`src/rtl/dest_reg_pipe.sv`:
```
// rtl/dest_reg_pipe.sv - write-back destination resolver, DEPTH-stage dest pipe and RAW scoreboard
module dest_reg_pipe #(
    parameter int REG_W    = 5,
    parameter int LINK_REG = 31,
    parameter int DEPTH    = 3
) (
    input  logic             clk,
    input  logic             reset,
    input  logic             in_valid,
    input  logic [1:0]       sel_dest,
    input  logic             reg_write,
    input  logic [REG_W-1:0] rt,
    input  logic [REG_W-1:0] rd,
    input  logic             stall,
    input  logic             flush,
    input  logic [REG_W-1:0] src_a,
    input  logic [REG_W-1:0] src_b,
    output logic [REG_W-1:0] dest_d,
    output logic             wb_valid,
    output logic             wb_we,
    output logic [REG_W-1:0] wb_dest,
    output logic             hazard_a,
    output logic             hazard_b,
    output logic [DEPTH-1:0] hit_a,
    output logic [DEPTH-1:0] hit_b
);

    localparam logic [REG_W-1:0] LINK_IDX = REG_W'(LINK_REG);

    // Per-stage state; index 0 is the stage fed by decode
    logic [DEPTH-1:0] valid_q;
    logic [DEPTH-1:0] we_q;
    logic [REG_W-1:0] dest_q [DEPTH];

    logic             entry_we_d;

    // Resolve destination index and whether it is a real register-file write
    always_comb begin
        dest_d = '0;
        case (sel_dest)
            2'b00:   dest_d = rt;
            2'b01:   dest_d = rd;
            2'b10:   dest_d = LINK_IDX;
            default: dest_d = '0;
        endcase
        // Register 0 is hardwired, so a write to it is dropped here rather than at write-back
        entry_we_d = in_valid & reg_write & (sel_dest != 2'b11) & (dest_d != '0);
    end

    // Shift pipe: flush bubbles stage 0 even under stall, older stages obey stall only
    always_ff @(posedge clk or posedge reset) begin
        if (reset) begin
            valid_q <= '0;
            we_q    <= '0;
            for (int i = 0; i < DEPTH; i++) begin
                dest_q[i] <= '0;
            end
        end else begin
            if (flush) begin
                valid_q[0] <= 1'b0;
                we_q[0]    <= 1'b0;
                dest_q[0]  <= '0;
            end else if (!stall) begin
                valid_q[0] <= in_valid;
                we_q[0]    <= entry_we_d;
                dest_q[0]  <= dest_d;
            end
            if (!stall) begin
                for (int i = 1; i < DEPTH; i++) begin
                    valid_q[i] <= valid_q[i-1];
                    we_q[i]    <= we_q[i-1];
                    dest_q[i]  <= dest_q[i-1];
                end
            end
        end
    end

    assign wb_valid = valid_q[DEPTH-1];
    assign wb_we    = we_q[DEPTH-1];
    assign wb_dest  = dest_q[DEPTH-1];

    // Scoreboard: scan oldest to youngest so the youngest matching stage is the one left set
    always_comb begin
        hit_a = '0;
        hit_b = '0;
        for (int i = DEPTH - 1; i >= 0; i--) begin
            if (valid_q[i] && we_q[i] && (dest_q[i] == src_a) && (src_a != '0)) begin
                hit_a    = '0;
                hit_a[i] = 1'b1;
            end
            if (valid_q[i] && we_q[i] && (dest_q[i] == src_b) && (src_b != '0)) begin
                hit_b    = '0;
                hit_b[i] = 1'b1;
            end
        end
    end

    assign hazard_a = |hit_a;
    assign hazard_b = |hit_b;

endmodule

```
`config.mk`:
```
export PLATFORM = sky130hd
export DESIGN_NAME = dest_reg_pipe
export DESIGN_NICKNAME = d
export VERILOG_FILES = /design/src/rtl/dest_reg_pipe.sv
export SDC_FILE = /design/constraint.sdc
export NUM_CORES = 1
export LEC_CHECK = 0
export BUFFER_PORTS_ARGS = -buffer_cell sky130_fd_sc_hd__buf_2
export CORE_ASPECT_RATIO = 0.5
export CORE_MARGIN = 10
export CORE_UTILIZATION = 40
export CTS_BUF_LIST = sky130_fd_sc_hd__clkbuf_16
export DETAILED_ROUTE_END_ITERATION = 10
export GPL_TIMING_DRIVEN = 1
export HOLD_SLACK_MARGIN = 0.08
export PLACE_DENSITY_LB_ADDON = 0.05
export SYNTH_ARGS = -nofsm -noshare
export SYNTH_HDL_FRONTEND = slang
export SYNTH_SLANG_ARGS = --single-unit
```
`constraint.sdc`:
```
create_clock -name clk -period 1.2 [get_ports clk]
set_input_delay 0.18 -clock clk [delete_from_list [all_inputs] [get_ports clk]]
set_output_delay 0.18 -clock clk [all_outputs]
set_load 0.05 [all_outputs]
```
After elaboration in Yosys (flattened, before gate mapping):

Index checks and enable logic that the tools add are counted.

* muxes and demuxes: 13
* bitwise logic cells: 3
* reductions and logical operators: 21
* eq/ne operators: 10

Operator list (number)
* $eq 5x5->1: 6
* $mux 3: 6
* $logic_and 1x1->1: 15
* $pmux 5 s3: 1
* $reduce_bool 5->1: 3
* $mux 5: 2
* $reduce_or 3->1: 2
* $mux 1: 4
* $and 1x1->1: 3
* $eq 2x1->1 const B: 1
* $eq 2x2->1 const B: 1
* $logic_not 2->1: 1
* $ne 2x1->1 const B: 1
* $ne 2x2->1 const B: 1

* logic and storage cells: 54
* output and inout port bits: 20
* flip-flop bits (word level): 21

Longest topological paths before layout:

* depth after elaboration: 7
* mapped depth: 5
* mapped depth without buffers: 4

Worst setup path before layout:

OpenSTA, ideal clock, no wires.

* path type: register to output
* start point: register valid_q[2]
* end point: output port hit_a[2]
* path buffers: 0
* cell stages (with the launch flop): 5
* arrival: 2.318 ns
* required time: 1.020 ns
* path slack: -1.298 ns
* path through: dfrtp_1 > nand2_1 > nor4_2 > nand4_1 > nor3b_1

* longest elaborated chain between the ends: 6

RTL lines
* start: declaration: RTL line 31 `logic [DEPTH-1:0] valid_q;`
* start signal: indexed assignment: RTL line 70 `valid_q[i] <= valid_q[i-1];`
* $logic_and 1x1->1 (3 in series): RTL line 87 `if (valid_q[i] && we_q[i] && (dest_q[i] == src_a) && (src_a != '0)) begin`
* $mux 3 (3 in series): RTL line 87
* end: declaration: RTL line 24 `output logic [DEPTH-1:0] hit_a,`

No other way between the ends.

Worst setup path after layout:

* start point: register dest_q (netlist bit wb_dest[1])
* end point: output port hit_a[2]

* longest elaborated chain between the ends: 6

RTL lines
* start: declaration: RTL line 33 `logic [REG_W-1:0] dest_q [DEPTH];`
* start signal: indexed assignment: RTL line 72 `dest_q[i] <= dest_q[i-1];`
* $eq 5x5->1: RTL line 87
* $logic_and 1x1->1 (2 in series): RTL line 87
* $mux 3 (3 in series): RTL line 87

No other way between the ends.

==> reports/metrics.csv <==
metric,value,unit
Die Height,61.9,um
final wirelength,4.19,mm
min-delay src,in_valid,
CP Max Fanout,2,
hold endpoint,valid_q[0],
most frequent cells in the layout,"buf_4 (50), buf_2 (33), dfrtp_1 (19)",
met2 WL post-DR,1.76,mm
vias in the first global route,1419,
Sink Count,21,
syn nets,168,
Yosys warnings,0,
GRT Total Usage,13.7,%
die area,0.00642,mm2
WP data required,1.02,ns
Syn Inst Count,140,
critical-path cell list,xor2_1 -> nor4_2 -> nand4_1 -> nor3b_2 -> buf_6,
TritonCTS clock tree,built,
"EDFF count, synth",0,
Setup crit end kind,output pin,
Wirelength per Cell,15.0,um
Max Used Layer,met4,
clk buf depth,2,
RSZ-0062 raised after global routing,true,
pin count of the biggest net entering global routing,22,
Setup Viol. Count Final,8,
fin cells,279,
clk root buf,clkbuf_16,
via count,1316,
Initial Util,41.3,%
Top-Level Pins,48,
pwr/cell area,1010,mW/mm2
failing checks,negative setup slack,
"Reg clk slew, reported paths",0.06,ns
TritonCTS buffer count,3,
worst-margin pin slew,0.488,ns
status,"finished, violations left",
DP Wirelength,3.40,mm
ratio of cells with drive above 1 in the final layout,51.3,%
DRT antenna net count,0,
Final Skew,0.00242,ns
VDD IR max,420,uV
Clock Latency Late Sink,0.25,ns
PortBufs,47,
Worst Path Arrival,1.72,ns
die width,104,um
DR vias/cell,4.72,
TNS Setup,-5.06,ns
Crit-path slowest cell,dfrtp_1,
worst r2r src,dest_q[14],
sequential fraction of the synthesis area,37.5,%
Final Critical Period,1.90,ns
setup ws final,-0.697,ns
maxcap violations,0,
"Avg Cell Area, Syn",10.0,um2
n_diodes,0,
"most common cell after layout, fill and taps aside",buf_4,
leakage,1.11,nW
final worst path period share,158,%
Slew HR,67.5,%
Post-Route M1 WL,2.13,mm
CP Class,reg2out,
"slowest stage delay, CP",0.39,ns
Core Rows,15,
distinct cell type count after synthesis,30,
placed cells,269,
fin nets,257,
fin. max-slew vios,0,
Core Region,0.00340,mm2
DR WL met3,286,um
R2R Path End,dest_q[9],
worst min path class,in2reg,
final hold vios,0,
H-tree level count,1,
Residual DRC,0,
hold path depth,3,
"FF+latch count, synth",21,
initial antenna violation count,0,
R2R depth,3,
GR Overflow Total,0,
DR iter-0 viols,38,
GP Congestion,0.804,
Area Overhead vs Synth,57.4,%
Mapped Area,0.00140,mm2
Synth async-reset ratio,100,%
first-pass GRT wire length,7.08,mm
Max Fclk,0.527,GHz
internal reg-to-reg setup slack,0.10,ns
Critical Path Source Type,flip-flop,
ys flop type,dfrtp_1,
first-pass detailed-route iteration total,4,
Final Power,2.23,mW
[layer usage]
metal	track usage (%)	vias to the layer above
met2	22.1	43
met3	5.04	2
met1	17.9	610
met4	1.77	0
li1	-	661
met5	0	-
[where the power goes]
part	total, mW	switching [mW]	leakage [nW]	internal (mW)
combinational	0.702	0.381	0.790	0.321
clock	0.713	0.265	0.0409	0.448
sequential	0.817	0.0519	0.278	0.765
[through the flow]
step,hold slack (ns),cell area (um2),utilization [%],worst slack [ns]
after global placement,0.229,1980,58.3,-0.430
after CTS,0.192,2150,63.3,-0.684
after detailed placement,0.230,1980,58.3,-0.451
final,0.193,2210,65.0,-0.697
after floorplan,0.157,1440,-,-0.891
after global routing,0.221,2210,65.0,-0.823
[sequential cells by signal, summed over array words and instances (netlist names)]
| register | count |
|---|---|
| dest_q | 10 |
| we_q | 3 |
| wb_dest | 5 |
| valid_q | 3 |
[cell usage after synthesis, drive strengths merged (2+ instances only)]
cell type / instances / share of area [%]
a21oi: 2 / 0.71
buf: 8 / 3.7
dfrtp: 21 / 37
inv: 5 / 1.3
mux2: 11 / 8.8
mux2i: 6 / 4.3
nand2: 10 / 2.7
nand3b: 2 / 1.1
nand4: 5 / 2.2
nor2: 17 / 4.5
nor3: 3 / 1.1
nor3b: 2 / 1.4
nor4: 4 / 2.2
nor4b: 2 / 3.4
o21ai: 3 / 1.1
o2bb2ai: 5 / 3.1
xnor2: 14 / 8.7
xor2: 13 / 8.1
[cell type report]
type	count	area, um2
fillers	301	1190
multi-input cells	105	857
repair buffers	93	659
flip-flops and latches	21	528
clock buffers	3	75.1
well taps	51	63.8
inverters	5	18.8
clock inverters	1	5.00
[cell families after synthesis]
kind of cell	count (synthesis)	synth area share, %
and+or+nand+nor	48	20.2
xor gates and xnor gates	27	16.9
DFF	21	37.5
muxes	17	13.1
buffers and inverters	14	5.35
AOI/OAI and AO/OA	13	7.05
[repair_timing]
action,4_1_cts,5_1_grt
pin swaps,13,7
hold buffers,1,0
resized for setup,19,16
setup endpoints to repair,10,13
hold endpoints to repair,21,0
buffers inserted,3,2
[worst max-delay path by stage]
stage	from	endpoint	slack (ns)	depth (start not counted)
floorplan	dest_q[11]	hazard_b	-0.89	4
global placement	wb_dest[1]	hit_a[2]	-0.43	5
detailed placement	dest_q[13]	hit_b[0]	-0.45	5
CTS	dest_q[13]	hit_b[0]	-0.68	5
global route	wb_dest[1]	hit_a[2]	-0.82	5
finish	wb_dest[1]	hit_a[2]	-0.70	5
[critical path: cells and delay by family, from the launching register on]
family	cells	cell delay, ns
buf+inv	1	0.19
simple gates	3	0.70
flops	1	0.39
xor+xnor	1	0.17
Power figures use the tool's default switching activity.
